$ cat config.mk
export PLATFORM = sky130hd
export DESIGN_NAME = ps2_bcd_entry
export DESIGN_NICKNAME = d
export VERILOG_FILES = /design/src/rtl/ps2_bcd_entry.sv
export SDC_FILE = /design/constraint.sdc
export NUM_CORES = 1
export LEC_CHECK = 0
export ABC_AREA = 1
export BUFFER_PORTS_ARGS = -buffer_cell sky130_fd_sc_hd__buf_4
export CORE_ASPECT_RATIO = 2
export CORE_MARGIN = 2
export CORE_UTILIZATION = 45
export CTS_CLUSTER_DIAMETER = 100
export DETAILED_ROUTE_END_ITERATION = 10
export PLACE_DENSITY = 0.66
export SLEW_MARGIN = 20
export SYNTH_ARGS = -nofsm -noshare
export SYNTH_HDL_FRONTEND = slang
export SYNTH_SLANG_ARGS = --single-unit
$ cat constraint.sdc
create_clock -name clk -period 2.9 [get_ports clk]
set_clock_uncertainty 0.1 [all_clocks]
set_input_delay 0.58 -clock clk [delete_from_list [all_inputs] [get_ports clk]]
set_output_delay 0.58 -clock clk [all_outputs]
set_load 0.005 [all_outputs]
$ cat src/rtl/ps2_bcd_entry.sv
// PS/2 set-2 scan-code keypad entry: filters break/extended prefixes and
// accumulates decimal keys into a packed-BCD register, latched on enter.
module ps2_bcd_entry #(
  parameter int unsigned N_DIGITS  = 4,
  parameter bit          KEYPAD_EN = 1'b1,
  parameter int unsigned CNT_W     = 3
) (
  input  logic                    clk,
  input  logic                    reset,
  input  logic                    rx_done_tick,
  input  logic [7:0]              ps2_data,
  input  logic                    clr,
  output logic [4*N_DIGITS-1:0]   entry,
  output logic [CNT_W-1:0]        digit_count,
  output logic [4*N_DIGITS-1:0]   bcd_value,
  output logic                    done_tick,
  output logic                    digit_tick,
  output logic                    ovf_tick
);

  localparam int unsigned EW = 4 * N_DIGITS;

  localparam logic [7:0] CodeBreak = 8'hF0;
  localparam logic [7:0] CodeExt   = 8'hE0;
  localparam logic [7:0] CodeBksp  = 8'h66;
  localparam logic [7:0] CodeEsc   = 8'h76;
  localparam logic [7:0] CodeEnter = 8'h5A;

  typedef enum logic [1:0] {StIdle, StBrk, StExt} state_e;

  state_e            state_q, state_d;
  logic [EW-1:0]     entry_q, entry_d;
  logic [CNT_W-1:0]  count_q, count_d;
  logic [EW-1:0]     bcd_q, bcd_d;
  logic              done_q, done_d;
  logic              digit_q, digit_d;
  logic              ovf_q, ovf_d;

  logic              is_digit;
  logic [3:0]        digit_val;
  logic              do_digit, do_bksp, do_esc, do_enter;

  // Scan-code to digit map; keypad codes only when enabled.
  always_comb begin
    is_digit  = 1'b1;
    digit_val = 4'h0;
    unique case (ps2_data)
      8'h45: digit_val = 4'd0;
      8'h16: digit_val = 4'd1;
      8'h1E: digit_val = 4'd2;
      8'h26: digit_val = 4'd3;
      8'h25: digit_val = 4'd4;
      8'h2E: digit_val = 4'd5;
      8'h36: digit_val = 4'd6;
      8'h3D: digit_val = 4'd7;
      8'h3E: digit_val = 4'd8;
      8'h46: digit_val = 4'd9;
      8'h70: begin digit_val = 4'd0; is_digit = KEYPAD_EN; end
      8'h69: begin digit_val = 4'd1; is_digit = KEYPAD_EN; end
      8'h72: begin digit_val = 4'd2; is_digit = KEYPAD_EN; end
      8'h7A: begin digit_val = 4'd3; is_digit = KEYPAD_EN; end
      8'h6B: begin digit_val = 4'd4; is_digit = KEYPAD_EN; end
      8'h73: begin digit_val = 4'd5; is_digit = KEYPAD_EN; end
      8'h74: begin digit_val = 4'd6; is_digit = KEYPAD_EN; end
      8'h6C: begin digit_val = 4'd7; is_digit = KEYPAD_EN; end
      8'h75: begin digit_val = 4'd8; is_digit = KEYPAD_EN; end
      8'h7D: begin digit_val = 4'd9; is_digit = KEYPAD_EN; end
      default: is_digit = 1'b0;
    endcase
  end

  // Prefix-filter FSM: decides which action (if any) the strobed byte triggers.
  always_comb begin
    state_d  = state_q;
    do_digit = 1'b0;
    do_bksp  = 1'b0;
    do_esc   = 1'b0;
    do_enter = 1'b0;
    if (clr) begin
      state_d = StIdle;
    end else if (rx_done_tick) begin
      unique case (state_q)
        StIdle: begin
          if (ps2_data == CodeBreak) begin
            state_d = StBrk;
          end else if (ps2_data == CodeExt) begin
            state_d = StExt;
          end else if (is_digit) begin
            do_digit = 1'b1;
          end else if (ps2_data == CodeBksp) begin
            do_bksp = 1'b1;
          end else if (ps2_data == CodeEsc) begin
            do_esc = 1'b1;
          end else if (ps2_data == CodeEnter) begin
            do_enter = 1'b1;
          end
        end
        StBrk: state_d = StIdle;
        StExt: begin
          if (ps2_data == CodeBreak) begin
            state_d = StBrk;
          end else begin
            state_d  = StIdle;
            do_enter = (ps2_data == CodeEnter);
          end
        end
        default: state_d = StIdle;
      endcase
    end
  end

  always_comb begin
    entry_d = entry_q;
    count_d = count_q;
    bcd_d   = bcd_q;
    done_d  = 1'b0;
    digit_d = 1'b0;
    ovf_d   = 1'b0;
    if (clr) begin
      entry_d = '0;
      count_d = '0;
    end else if (do_digit) begin
      if (count_q < CNT_W'(N_DIGITS)) begin
        entry_d = {entry_q[EW-5:0], digit_val};
        count_d = count_q + CNT_W'(1);
        digit_d = 1'b1;
      end else begin
        ovf_d = 1'b1;
      end
    end else if (do_bksp) begin
      if (count_q != '0) begin
        entry_d = {4'h0, entry_q[EW-1:4]};
        count_d = count_q - CNT_W'(1);
      end
    end else if (do_esc) begin
      entry_d = '0;
      count_d = '0;
    end else if (do_enter) begin
      bcd_d   = entry_q;
      done_d  = 1'b1;
      entry_d = '0;
      count_d = '0;
    end
  end

  always_ff @(posedge clk or posedge reset) begin
    if (reset) begin
      state_q <= StIdle;
      entry_q <= '0;
      count_q <= '0;
      bcd_q   <= '0;
      done_q  <= 1'b0;
      digit_q <= 1'b0;
      ovf_q   <= 1'b0;
    end else begin
      state_q <= state_d;
      entry_q <= entry_d;
      count_q <= count_d;
      bcd_q   <= bcd_d;
      done_q  <= done_d;
      digit_q <= digit_d;
      ovf_q   <= ovf_d;
    end
  end

  assign entry       = entry_q;
  assign digit_count = count_q;
  assign bcd_value   = bcd_q;
  assign done_tick   = done_q;
  assign digit_tick  = digit_q;
  assign ovf_tick    = ovf_q;

endmodule
; ---- Word level (Yosys, flattened, before mapping)
; Index checks and enable logic that the tools add are counted.
[word_totals]
ff_bits = 40
mem_bits_rw = 0
input_bits = 12
latch_bits = 0
out_inout_bits = 38
n_memories = 0
word_cells = 124
mem_bits_ro = 0
[classes]
reduce_logical = 17
n_eq_ne = 29
mul = 0
addsub = 2
magnitude_cmp = 1
n_mux = 64
bitwise = 4
shifts = 0
div = 0
[op_table]
columns = operator, count
row1 = "== test 8 x 7 -> 1 bit, second input constant", 15
row2 = two-way mux 16 bit, 7
row3 = "== test 8 x 6 -> 1 bit, second input constant", 6
row4 = two-way mux 1 bit, 43
row5 = one-hot mux 4 bit (9 select lines), 1
row6 = two-way mux 3 bit, 7
row7 = OR reduction 20 bit, 1
row8 = OR reduction 2 bit, 9
row9 = "== test 8 x 5 -> 1 bit, second input constant", 2
row10 = "== test 8 bit, second input constant", 2
row11 = two-way mux 2 bit, 4
row12 = AND reduction 5 bit, 1
row13 = nonzero test 5 bit, 1
row14 = "!= test 4 x 3 -> 1 bit, second input constant", 1
row15 = "!= test 4 bit, second input constant", 1
row16 = NOT 1 bit, 4
row17 = one-hot mux 2 bit (2 select lines), 1
row18 = "adder 3 x 1 -> 3 bit, second input constant", 1
row19 = "< comparator 3 bit, second input constant", 1
row20 = "!= test 3 x 2 -> 1 bit, second input constant", 1
row21 = AND reduction 3 bit, 1
row22 = nonzero test 3 bit, 1
row23 = "subtractor 3 x 1 -> 3 bit, second input constant", 1
row24 = "== test 2 bit, second input constant", 1
row25 = 4 further kinds, 4

; ---- Longest topological paths before layout
[logic_depth]
depth_word = 15
ltp_mapped = 15
mapped_depth_nobuf = 14

; ---- Worst setup path before layout
; No wires, ideal clock.
[synth_timing]
kind = input -> register
start = input ps2_data[5]
end = register entry_q[6] (netlist: entry[6])
path_stages = 14
t_arrival_ps = 1915
setup_slack_ps = 769
path_cell_list = nand2_1 -> inv_2 -> nand2_1 -> inv_1 -> nand2_1 -> nand2_1 -> nor2_1 -> nand3_4 -> nand2_2 -> nand4_4 -> buf_6 -> buf_6 -> nand3_1 -> nand2_1
[synth_via]
elab_chain_len = 13
elab_cells_between_ends = 66
classes_between = eq/ne (27) / mux (36) / reduce/logical (3)
[synth_lines]
columns = item, line
row1 = start: declaration, 11  ; input logic [7:0] ps2_data,
row2 = == test 8 x 7 -> 1 bit (tied with other cells), 47  ; unique case (ps2_data)
row3 = OR reduction 20 bit (no source line) / two-way mux 1 bit (equally long branches), --
row4 = "two-way mux 1 bit, on equally long branches", "47, 90"
row5 = two-way mux 1 bit, 88  ; end else if (is_digit) begin
row6 = two-way mux 1 bit, 86  ; end else if (ps2_data == CodeExt) begin
row7 = two-way mux 1 bit, 84  ; if (ps2_data == CodeBreak) begin
row8 = two-way mux 1 bit, 82  ; unique case (state_q)
row9 = two-way mux 1 bit, 81  ; end else if (rx_done_tick) begin
row10 = two-way mux 1 bit, 79  ; if (clr) begin
row11 = two-way mux 16 bit, 135  ; end else if (do_esc) begin
row12 = two-way mux 16 bit, 130  ; end else if (do_bksp) begin
row13 = two-way mux 16 bit, 122  ; end else if (do_digit) begin
row14 = two-way mux 16 bit, 119  ; if (clr) begin
row15 = end signal: assignment, 157  ; entry_q <= entry_d;
row16 = end: declaration, 32  ; logic [EW-1:0] entry_q, entry_d;
; Parallel ways exist; a longest one is shown, timed or not.
; A chain may end at the register's enable or synchronous reset.

; ---- Worst setup path after layout
[layout_timing]
start = input ps2_data[7]
end = register entry_q[12] (netlist: entry[12])
; Same word-level chain as after synthesis.

==> metrics.txt <==
result of the run=finished clean; total buffers and inverters traversed by the critical path=4; initial core utilization=46.7%; post-synthesis area per instance=6.79 um2; count of unique library cells instantiated by Yosys=32; max-cap violations=0; count of mapped cells out of synthesis=~380; vias per inst=5.12; Min Clock Period, post-route=roughly 2400 ps; total number of clock tree sinks=40; critical path capture point type=register; grt ovf=0; floorplan core area=~5500 um2; series of cell instances along the critical path=buf_4 > inv_1 > nand2_1 > nor2_1 > nand2_1 > nor2_1 > nand3_1 > inv_1 > nand3b_1 > nand2_1 > inv_2 > nand2_4 > nand2_1 > nand2_1; DRC marker count from the first detailed-route iteration=84; remaining routing DRC violations=0; final standard cell utilization of the core=56.6%; die span in y=111 um; sequential share of the synthesized area=39.2%; post-CTS sizing=0; I/O pins=50; post-synth top area cell=dfrtp_1; cell area power density=393 nW/um2; first-pass detailed-route iteration total=4; arrival time at the worst endpoint=2490 ps; Setup Buffers After CTS=0; number of antenna violations at the first check in global routing=0; Critical Path Most Common Cell=nand2_1; number of diodes added for antenna fixing=0; overall via count from detail_route=2493; leakage dissipation=approximately 1.8 nW; first-pass GRT wire length=10800 um; overall power consumption=between 1 and 1.5 mW; post-synthesis net count=391; Fmax achieved=0.423 GHz; share of post-route cells with drive strength above 1=20.1%; normalized max-slew margin=between 60 and 70%; synthesis-to-layout area growth=21.1%; cts bufs inserted=5; detailed placement HPWL=5120 um; proportion of netlist area held by the largest area contributor=39.2%; RSZ-0062 raised after global routing=false; clock slew at the register clock pins of the worst setup and hold paths=70 ps; # setup viols final=0; type of the worst setup path=in2reg; final number of max-transition violations=0; CTS tree=done; final worst-path cycle share=roughly four fifths; CP max stage cell=nor2_1; total negative setup slack=0 ps; clock root buffer=clkbuf_8; final hold viol count=0; hold crit path type=in2async; worst-path fanout max=20; fraction of synthesis flops using an asynchronous set or reset pin=100%; count of fill cells added during filler insertion=587; synthesized area=2550 um2; aggregate global-route resource usage=21.7%; antenna-violating nets left=0; I/O Buffers=a little under 50; maximum number of pins on one net before global-route repair=41; Seq cells post-synth=40; DR WL/cell=around 13 um; Horiz. Die Dim=between 50 and 60 um; global placer's final weighted congestion=0.858; number of placement rows=38; category of the worst setup path launch point=primary input; worst vdd ir=~0.00035 V; Most used DFF post-synth=dfrtp_1; via count of the first global-routing pass=2383; EDFF count, synth=0; Worst-Margin Slew=around 530 ps; clock buffer depth=2; max incr delay on CP=340 ps; clock latency on the worst-skew pair=290 ps; wirelength, routed=between 6000 and 7000 um; cell type group with the largest total delay on the critical path=simple AND/OR/NAND/NOR gates; floorplan die area=6330 um2; Data required, critical path=3020 ps; # hold bufs at CTS=0; number of levels the H-tree was split into=2; layout net count=between 400 and 500; main area contributors after synthesis=dfrtp_1 39%, nand2_1 23%, nor2_1 6.6%, nand3_1 5.5%, nand4_1 5.1%; YS warnings=0
## worst register-to-register path: stages (launching register included)
cell and delay [ps]:
dfrtp_1 390, nor2_1 260, nand3_1 220, nor2_4 280
buf_4 210, nand3_2 220, nand2_1 140, nand2_1 50
inv_1 50, nand3_1 60, nand2_1 90
## Yosys cell counts, types with 3 or more instances
master and count:
nand2_1 155, nor2_1 45, dfrtp_1 40, inv_1 29, nand3_1 28, nand4_1 21
inv_2 8, o21ai_0 6, buf_6 4, clkbuf_1 4, nor2_2 4, nor3_1 4
ha_1 3
## report_power, final
group	internal [mW]	switching, mW
Combinational	0.0396	0.0944
Clock	0.338	0.177
Sequential	0.562	0.00360
## state kept, by name (all words and copies together) (netlist names)
register,count
state_q,2
digit_tick,1
bcd_value,16
ovf_tick,1
digit_count,3
done_tick,1
entry,16
## logic make-up after synthesis
| kind of cell | synth area share (%) |
|---|---|
| xor+xnor | 0.686 |
| flops | 39.2 |
| fa+ha+maj | 1.47 |
| simple gates | 47.1 |
| buf+inv | 8.77 |
| compound gates | 2.79 |
## cell usage in the layout, fill, tap and decap left out
cell and instances:
nand2_1 155, buf_4 55, nor2_1 45, dfrtp_1 40, inv_1 29, nand3_1 28, nand4_1 21, inv_2 8
o21ai_0 6, clkbuf_8 5, nor3_1 4, nor2_2 4, ha_1 3, nand2_2 2, clkinv_1 2, o21ai_1 2
nor2_4 2, nor3_2 2, bufinv_16 2, o21ai_2 1, nand3_4 1, nand4_2 1, nand3b_1 1, o31ai_1 1
nand4_4 1, nand2_4 1, nand3_2 1, xor2_1 1, xnor2_1 1, a21oi_1 1, a32o_1 1
## cell type report
type / instances / area [um2] / share of cell area (%)
inverter: 39 / 146 / 4.73
multi-input combinational: 286 / 1330 / 43.0
timing repair buffer: 55 / 413 / 13.3
sequential: 40 / 1000 / 32.4
clock inverter: 2 / 60.1 / 1.94
tap: 60 / 75.1 / 2.43
clock buffer: 5 / 68.8 / 2.22
## metal layers
| metal | routed length [um] | up-vias | share of wire (%) | GRT usage (%) |
|---|---|---|---|---|
| met4 | 352 | 0 | 5.6 | 14.7 |
| li1 | - | 1287 | - | - |
| met1 | 2370 | 1128 | 37 | 22.6 |
| met5 | 0 | - | 0 | 0 |
| met2 | 3440 | 55 | 54 | 38.7 |
| met3 | 170 | 23 | 2.7 | 2.46 |
## worst paths after layout
| path | from | end | slack [ps] | cells after the start |
|---|---|---|---|---|
| max reg2reg | state_q[1] | digit_count[2] | 770 | 10 |
| max in group asynchronous | reset | state_q[0] | 2060 | 3 |
| min reg2reg | bcd_value[5] | bcd_value[5] | 380 | 2 |
| max | ps2_data[7] | entry[12] | 540 | 14 |
| min in group clk | bcd_value[5] | bcd_value[5] | 380 | 2 |
| min | reset | digit_tick | 300 | 3 |
## metrics by stage
stage | hold slack, ps | setup slack [ps] | cells | cell area [um2]
2_1_floorplan | 354 | 769 | 376 | 2550
3_3_place_gp | 363 | 261 | 480 | 2960
3_5_place_dp | 367 | 233 | 480 | 2960
4_1_cts | 308 | 533 | 487 | 3090
5_1_grt | 363 | 358 | 487 | 3090
6_report | 298 | 536 | 487 | 3090
No activity file was read; power rests on OpenSTA's default activity.
